### src/rtl/fetch_unit_pkg.sv
// Shared types and constants for the fetch stage and the 8-bit decoder.
// Optional feature macro used by this slice: FETCH_CYCLE_COUNT_EN.
package fetch_unit_pkg;

   typedef enum logic [1:0] {
      IDLE   = 2'd0,
      RUN    = 2'd1,
      HALTED = 2'd2
   } fetch_state_t;

   localparam int INSTR_W     = 8;
   localparam int LABEL_IDX_W = 4;

   // Upper-nibble opcodes; the decoder and the fetch stage must agree on these.
   localparam logic [3:0] OP_BEQ0 = 4'hA;
   localparam logic [3:0] OP_J    = 4'hB;
   localparam logic [3:0] OP_STL  = 4'hC;
   localparam logic [3:0] OP_HALT = 4'hF;

   function automatic logic isControlFlow(input logic [INSTR_W-1:0] instrWord);
      return (instrWord[7:4] == OP_BEQ0) || (instrWord[7:4] == OP_J);
   endfunction

endpackage

### src/rtl/fetch_unit_if.sv
// Bus between the fetch stage and its surroundings (imem, decoder, execute).
// cycleCnt exists only when FETCH_CYCLE_COUNT_EN is defined.
interface fetch_unit_if
   import fetch_unit_pkg::*;
#(
   parameter int PC_W = 8
`ifdef FETCH_CYCLE_COUNT_EN
 , parameter int CNT_W = 32
`endif
);

   logic                   start;
   logic [PC_W-1:0]        imemAddr;
   logic [INSTR_W-1:0]     imemData;
   logic [INSTR_W-1:0]     instr;
   logic                   instrValid;
   logic                   labelRead;
   logic                   branchCond;
   logic                   labelWrite;
   logic [LABEL_IDX_W-1:0] labelIdx;
   logic                   halt;
   logic [PC_W-1:0]        pc;
   logic                   done;

`ifdef FETCH_CYCLE_COUNT_EN
   logic [CNT_W-1:0]       cycleCnt;

   modport master (
      input  start, imemData, labelRead, branchCond, labelWrite, labelIdx, halt,
      output imemAddr, instr, instrValid, pc, done, cycleCnt
   );

   modport slave (
      output start, imemData, labelRead, branchCond, labelWrite, labelIdx, halt,
      input  imemAddr, instr, instrValid, pc, done, cycleCnt
   );
`else
   modport master (
      input  start, imemData, labelRead, branchCond, labelWrite, labelIdx, halt,
      output imemAddr, instr, instrValid, pc, done
   );

   modport slave (
      output start, imemData, labelRead, branchCond, labelWrite, labelIdx, halt,
      input  imemAddr, instr, instrValid, pc, done
   );
`endif

endinterface

### src/rtl/fetch_unit_label_table.sv
// Label table: branch targets recorded by label-store instructions.
// One write port, one asynchronous read port, cleared by synchronous reset.
module label_table #(
   parameter int LABELS = 16,
   parameter int PC_W   = 8,
   parameter int IDX_W  = 4
) (
   input  logic             clk,
   input  logic             rst_n,
   input  logic             writeEn,
   input  logic [IDX_W-1:0] writeIdx,
   input  logic [PC_W-1:0]  writeData,
   input  logic [IDX_W-1:0] readIdx,
   output logic [PC_W-1:0]  readData
);

   logic [PC_W-1:0] entries [LABELS];

   // Reads see the pre-edge contents, so a same-cycle write is invisible until next cycle.
   always_ff @(posedge clk) begin
      if (!rst_n) begin
         for (int i = 0; i < LABELS; i++) begin
            entries[i] <= '0;
         end
      end else if (writeEn) begin
         entries[writeIdx] <= writeData;
      end
   end

   assign readData = entries[readIdx];

endmodule

### src/rtl/fetch_unit.sv
// Fetch stage: PC, imem addressing, label-table branch resolution, run/halt sequencing.
// FETCH_CYCLE_COUNT_EN adds a saturating retired-instruction counter on bus.cycleCnt.
module fetch_unit
   import fetch_unit_pkg::*;
#(
   parameter int PC_W   = 8,
   parameter int LABELS = 16
`ifdef FETCH_CYCLE_COUNT_EN
 , parameter int CNT_W  = 32
`endif
) (
   input  logic         clk,
   input  logic         rst_n,
   fetch_unit_if.master bus
);

   fetch_state_t    state;
   fetch_state_t    stateNext;
   logic [PC_W-1:0] pcReg;
   logic [PC_W-1:0] pcNext;
   logic [PC_W-1:0] pcInc;
   logic [PC_W-1:0] labelData;
   logic            runActive;
   logic            labelWe;

   assign pcInc = pcReg + PC_W'(1);

   label_table #(
      .LABELS (LABELS),
      .PC_W   (PC_W),
      .IDX_W  (LABEL_IDX_W)
   ) uLabelTable (
      .clk       (clk),
      .rst_n     (rst_n),
      .writeEn   (labelWe),
      .writeIdx  (bus.labelIdx),
      .writeData (pcInc),
      .readIdx   (bus.labelIdx),
      .readData  (labelData)
   );

   always_ff @(posedge clk) begin
      if (!rst_n) begin
         state <= IDLE;
         pcReg <= '0;
      end else begin
         state <= stateNext;
         pcReg <= pcNext;
      end
   end

   // Decoder controls only matter in RUN; elsewhere the PC is frozen until a start.
   always_comb begin
      stateNext = state;
      pcNext    = pcReg;
      runActive = 1'b0;
      labelWe   = 1'b0;
      case (state)
         IDLE, HALTED: begin
            if (bus.start) begin
               stateNext = RUN;
               pcNext    = '0;
            end
         end
         RUN: begin
            runActive = 1'b1;
            labelWe   = bus.labelWrite;
            if (bus.halt) begin
               stateNext = HALTED;
            end else if (bus.labelRead && bus.branchCond) begin
               pcNext = labelData;
            end else begin
               pcNext = pcInc;
            end
         end
         default: begin
            stateNext = IDLE;
            pcNext    = '0;
         end
      endcase
   end

`ifdef FETCH_CYCLE_COUNT_EN
   logic [CNT_W-1:0] cntReg;

   // Counts every valid cycle including the halt itself, sticking at all-ones.
   always_ff @(posedge clk) begin
      if (!rst_n) begin
         cntReg <= '0;
      end else if ((state != RUN) && bus.start) begin
         cntReg <= '0;
      end else if (runActive && (cntReg != '1)) begin
         cntReg <= cntReg + CNT_W'(1);
      end
   end

   assign bus.cycleCnt = cntReg;
`endif

   assign bus.imemAddr   = pcReg;
   assign bus.pc         = pcReg;
   assign bus.instrValid = runActive;
   assign bus.instr      = runActive ? bus.imemData : '0;
   assign bus.done       = (state == HALTED);

endmodule

### src/flat_wrapper.sv
// flat-port wrapper written by rule: the top's interface ports become plain ports
module fetch_unit_flat import fetch_unit_pkg::*;
#(
   parameter int PC_W   = 8,
   parameter int LABELS = 16

)
  (clk, rst_n, bus_start, bus_imemData, bus_labelRead, bus_branchCond, bus_labelWrite, bus_labelIdx, bus_halt, bus_imemAddr, bus_instr, bus_instrValid, bus_pc, bus_done);
  fetch_unit_if #(.PC_W(PC_W)) bus_i ();
  input  logic clk;
  input  logic rst_n;
  input wire logic [$bits(bus_i.start)-1:0] bus_start;
  input wire logic [$bits(bus_i.imemData)-1:0] bus_imemData;
  input wire logic [$bits(bus_i.labelRead)-1:0] bus_labelRead;
  input wire logic [$bits(bus_i.branchCond)-1:0] bus_branchCond;
  input wire logic [$bits(bus_i.labelWrite)-1:0] bus_labelWrite;
  input wire logic [$bits(bus_i.labelIdx)-1:0] bus_labelIdx;
  input wire logic [$bits(bus_i.halt)-1:0] bus_halt;
  output wire logic [$bits(bus_i.imemAddr)-1:0] bus_imemAddr;
  output wire logic [$bits(bus_i.instr)-1:0] bus_instr;
  output wire logic [$bits(bus_i.instrValid)-1:0] bus_instrValid;
  output wire logic [$bits(bus_i.pc)-1:0] bus_pc;
  output wire logic [$bits(bus_i.done)-1:0] bus_done;
  assign bus_i.start = bus_start;
  assign bus_i.imemData = bus_imemData;
  assign bus_i.labelRead = bus_labelRead;
  assign bus_i.branchCond = bus_branchCond;
  assign bus_i.labelWrite = bus_labelWrite;
  assign bus_i.labelIdx = bus_labelIdx;
  assign bus_i.halt = bus_halt;
  assign bus_imemAddr = bus_i.imemAddr;
  assign bus_instr = bus_i.instr;
  assign bus_instrValid = bus_i.instrValid;
  assign bus_pc = bus_i.pc;
  assign bus_done = bus_i.done;
  fetch_unit #(.PC_W(PC_W), .LABELS(LABELS)) u_core (.clk(clk), .rst_n(rst_n), .bus(bus_i));
endmodule
### config.mk
export PLATFORM = sky130hd
export DESIGN_NAME = fetch_unit_flat
export DESIGN_NICKNAME = d
export VERILOG_FILES = /design/src/rtl/fetch_unit_pkg.sv /design/src/rtl/fetch_unit_if.sv /design/src/rtl/fetch_unit_label_table.sv /design/src/rtl/fetch_unit.sv /design/src/flat_wrapper.sv
export SDC_FILE = /design/constraint.sdc
export NUM_CORES = 1
export LEC_CHECK = 0
export BUFFER_PORTS_ARGS = -buffer_cell sky130_fd_sc_hd__buf_4
export CORE_ASPECT_RATIO = 1.2
export CORE_MARGIN = 4
export CORE_UTILIZATION = 30
export DETAILED_ROUTE_END_ITERATION = 8
export GPL_ROUTABILITY_DRIVEN = 1
export PLACE_DENSITY = 0.44
export SYNTH_ARGS = -nofsm -noshare
export SYNTH_HDL_FRONTEND = slang
export SYNTH_SLANG_ARGS = --single-unit
export TNS_END_PERCENT = 100
### constraint.sdc
create_clock -name clk -period 2.63 [get_ports clk]
set_input_delay 0.526 -clock clk [delete_from_list [all_inputs] [get_ports clk]]
set_output_delay 0.526 -clock clk [all_outputs]
set_load 0.01 [all_outputs]
# Yosys cells after proc, flatten, opt, wreduce, memory -nomap -nowiden
# Memories as Yosys holds them, arrays and structs flattened.
# Index checks and enable logic that the tools add are counted.
# op_classes
add_sub_neg	1
n_eq_ne	5
muxes	17
n_reduce_logical	6
# op_table
cell	count
$mux W8	5
$pmux W8 S2	1
$add A8 B1 Y8 const B	1
$reduce_or A8 Y1	1
$mux W1	7
$ne A2 B2 Y1 const B	3
$mux W2	2
$mux W4	1
$pmux W2 S2	1
$reduce_and A2 Y1	2
$eq A2 B1 Y1 const B	1
$eq A2 B2 Y1 const B	1
$logic_not A2 Y1	1
$reduce_or A2 Y1	1
$logic_and A1 B1 Y1	1
# word_totals
register_bits	10
ram_bits	128
in_bits	19
elab_cells	32
mem_count	1
# mem_list
memory	depth	word_bits	rd	rd_clocked_by_memory_dff	write_ports	line	source
u_core.uLabelTable.entries	16	8	1	0	16	fetch_unit_label_table.sv:17	logic [PC_W-1:0] entries [LABELS];

# Logic depth before layout (Yosys ltp)
# logic_depth
ltp_word	7
ltp_mapped	9
depth_no_buf	5

# Cells and area by module
# From an unflattened synthesis, not the netlist that was laid out.
# unflattened
cells_unflattened	468
area_unflattened_um2	6695.2
# by_module_without_submodules
mod	n_inst	cells_each	area_each_um2	seq_area_each_um2
label_table	1	375	5933.2	3843.7
fetch_unit	1	93	762.0	200.2

# Worst setup path before layout
# Ideal clock, no wire load.
# synth_timing
kind	input to register
from	in bus_labelIdx[0]
to	mem u_core.uLabelTable.entries[14][0] (enable)
t_arrival_ps	2098
t_required_ps	2300
setup_slack_ps	202
path_stages	8
path_cell_list	buf_6 buf_6 buf_6 buf_2 buf_4 nor3b_2 nand3_1 nand2_1
# synth_rtl
item	line	source
start: declaration	flat_wrapper.sv:17	input wire logic [$bits(bus_i.labelIdx)-1:0] bus_labelIdx;
end: declaration	fetch_unit_label_table.sv:17	

# Worst setup path after layout
# layout_timing
from	reg u_core.pcReg[1] (netlist: u_core.bus.imemAddr[1])
to	reg u_core.pcReg[2] (netlist: u_core.bus.imemAddr[2])
# layout_between
elab_chain_cells	4
# layout_lines
item	line	source
start: declaration	fetch_unit.sv:19	logic [PC_W-1:0] pcReg;
start signal: assignment	fetch_unit.sv:48	pcReg <= pcNext;
$add A8 B1 Y8	fetch_unit.sv:26	assign pcInc = pcReg + PC_W'(1);
$mux W8	fetch_unit.sv:70	end else if (bus.labelRead && bus.branchCond) begin
$mux W8	fetch_unit.sv:68	if (bus.halt) begin
$pmux W8 S2	fetch_unit.sv:58	case (state)
# No other way between the ends. The select of a mux whose other input is x is not followed.
# A chain may end at the register's enable or synchronous reset.

==> impl_metrics.toml <==
[clocking]
cts_setup_buffers = 0
cts_sinks = 138
cts_resized = 0
htree_levels = 4
cts_hold_buf = 0
cts_buffer_depth = 2
cts_made_buffers = 17
cts_root_buffer = "clkbuf_16"
clkTransAtPathRegs_ns = 0.06
cts_tree = "built"
clock_latency_ns = 0.42

[placement]
place_congestion = 0.837
port_buffers = 44
post-dp-hpwl_um = 12800
place_ws_ns = 0.219

[timing]
tightest_slew_ns = 1.19
relSlewSlack_pct = 20.0
slew_viol_final = 0
fin_crit_ns = 2.19
final_hold_viol_count = 0
skew_ns = 0.00765
setup_viol = 0
tns_ns = 0
fin_crit_sh_pct = 83.4
rsz0062_at_grt = "no"
max_freq_ghz = 0.456
setup_ws_ns = 0.437

[worst_setup_path]
path_max_fanout = 14
worstPathRequired_ns = 2.94
startpoint = "u_core.bus.imemAddr[1]$_SDFFE_PN0P_"
crit_chain = "ha_1 -> xnor2_2 -> a21oi_1 -> nand4_1 -> nand3_1"
critPathArrivalTime_ns = 2.50
critical-path-max-stage-delay_ns = 0.93
crit_slowest_cell = "xnor2_2"
crit_type = "flip-flop to flip-flop"
worstSetupStartpointType = "flip-flop"
r2r_start = "u_core.bus.imemAddr[1]$_SDFFE_PN0P_"
critPathCaptureType = "flip-flop"

[detailed_routing]
drt_iter0_markers = 327
dr.pass1.iters = 5
postRouteAntennaNets = 0
drt_wl_total_um = 18300
wire_per_inst_um = 21.1
route.detailed.drc = 0
via_per_inst = 5.03
vias = 4363

[final_layout]
drive_gt1_share_pct = 22.8
multi_input_area_sq_um = 2130
nets = 604
layout_commonest_cell = "nor2_1"
antenna-diode-count = 0
layout_common_cells = "140 x nor2_1, 128 x edfxtp_1, 80 x buf_4, 39 x nand2_1, 35 x mux2i_1"
fillCellCount = 2032
area_growth_pct = 22.6
register_area_sq_um = 4040

[status]
outcome = "completed"

[yosys]
synth_area_sq_um = 6380
avgSynthCellArea_sq_um = 12.3
yosysWarnings = 0
synthCells = 518
yosysUniqueCellTypes = 45
synth_seq_area_share_pct = 63.4
ys_seq_elements = 138
syn_nets = 538

[global_route]
grt_overflow_total = 0
grtUsageTotal_pct = 15.9
grtUsageMet3_pct = 3.51
busiest_layer = "met2"
grt_pass1_wl_um = 27500
use_met2_pct = 26.6
grt_start_max_net_pins = 24
antenna_found_initial = 0
use_met1_pct = 19.6
grt_pass1_vias = 4483

[floorplan]
core_area_sq_um = 21000
initial_core_util_pct = 30.4
die-area_sq_um = 23700
core.rowCount = 58
chipHeight_um = 168
fp.dieW_um = 141
io_pins = 45

[min_path]
min_from = "bus_start"
hp-class = "input pin to flip-flop"

[pwr]
p_leak_nw = 2.89
powerDensity_nw_per_um2 = 674
max-vdd-ir-drop_mv = 0.467

[job]
cap_violations = 0
## worst paths after layout
check | endpoint | slack, ns | cells past startpoint
max | u_core.bus.imemAddr[2]$_SDFFE_PN0P_ | 0.44 | 5
min | u_core.state[0]$_SDFFE_PN0P_ | 0.38 | 3
max reg2reg | u_core.bus.imemAddr[2]$_SDFFE_PN0P_ | 0.44 | 5
min reg2reg | u_core.bus.imemAddr[7]$_SDFFE_PN0P_ | 0.53 | 2
## layout make-up
cell class / instances / share of cell area [%]
clock buffers: 19 / 5.79
repair buffers: 85 / 8.96
inverters: 3 / 0.144
clock inverters: 13 / 1.82
flip-flops and latches: 138 / 51.7
multi-input cells: 339 / 27.2
well taps: 270 / 4.32
## sequential cells by signal, summed over array words and instances, names as in the netlist
| name | count |
|---|---|
| u_core.state | 2 |
| u_core.uLabelTable.entries | 128 |
| u_core.bus.imemAddr | 8 |
## power breakdown
part	switching (mW)	leakage [nW]	total (mW)	internal, mW
clock	0.950	0.290	2.40	1.45
combinational	0.222	1.19	0.371	0.149
sequential	0.0322	1.40	2.50	2.47
## cells by family (layout without fill, tap and decap cells)
family	count (synthesis)	count (layout)	synth area share (%)
AOI/OAI and AO/OA	48	48	5.14
xor gates and xnor gates	3	3	0.412
adders and majority gates	1	1	0.196
DFF	138	138	63.4
buffers and inverters	41	120	3.35
and+or+nand+nor	234	234	16.2
muxes	53	53	11.3
## Yosys cell counts, drive strengths merged
cell type | n | area [sq um]
nand2 | 39 | 146
o211ai | 1 | 7.51
and4 | 1 | 8.76
a22o | 4 | 35.0
o21ai | 9 | 45.0
nor3 | 3 | 15.0
nor2 | 140 | 526
mux4 | 14 | 327
dfxtp | 10 | 200
a32oi | 1 | 8.76
a2bb2oi | 1 | 8.76
clkbuf | 20 | 75.1
nor3b | 2 | 25.0
a211oi | 1 | 7.51
and3 | 3 | 18.8
or4 | 2 | 15.0
o311ai | 1 | 8.76
nand4 | 3 | 18.8
o31ai | 2 | 15.0
nand3 | 13 | 65.1
o22ai | 4 | 25.0
buf | 18 | 128
nand4b | 1 | 8.76
and2 | 10 | 62.6
mux2 | 4 | 45.0
o21a | 3 | 22.5
xnor2 | 1 | 8.76
nand4bb | 1 | 11.3
a22oi | 5 | 37.5
nor2b | 9 | 56.3
a21oi | 9 | 45.0
mux2i | 35 | 350
inv | 3 | 11.3
a2111oi | 1 | 8.76
and3b | 2 | 17.5
edfxtp | 128 | 3840
xor2 | 2 | 17.5
o221ai | 6 | 52.6
ha | 1 | 12.5
or3b | 1 | 8.76
nand3b | 4 | 30.0
## worst max-delay path: cells and delay by family (launching register included)
| kind | cells | cell delay (ns) |
|---|---|---|
| AOI/OAI and AO/OA | 1 | 0.24 |
| xor gates and xnor gates | 1 | 0.93 |
| adders and majority gates | 1 | 0.29 |
| DFF | 1 | 0.38 |
| and+or+nand+nor | 2 | 0.24 |
## routing by layer
layer	vias to the layer above	wire length (um)
met3	31	895
met5	-	0
met1	2192	7540
met2	130	9230
li1	2010	-
met4	0	592
## per-stage QoR
step | utilization (%) | area, sq um | total power, mW | hold WS [ns] | std cells
2_1_floorplan | - | 6380 | 2.74 | 0.523 | 518
3_3_place_gp | 34.4 | 7220 | 2.92 | 0.504 | 835
3_5_place_dp | 34.4 | 7220 | 2.92 | 0.522 | 835
4_1_cts | 37.3 | 7820 | 5.31 | 0.366 | 867
5_1_grt | 37.3 | 7820 | 5.43 | 0.376 | 867
6_report | 37.3 | 7820 | 5.27 | 0.375 | 867
No activity file was read; power rests on OpenSTA's default activity.
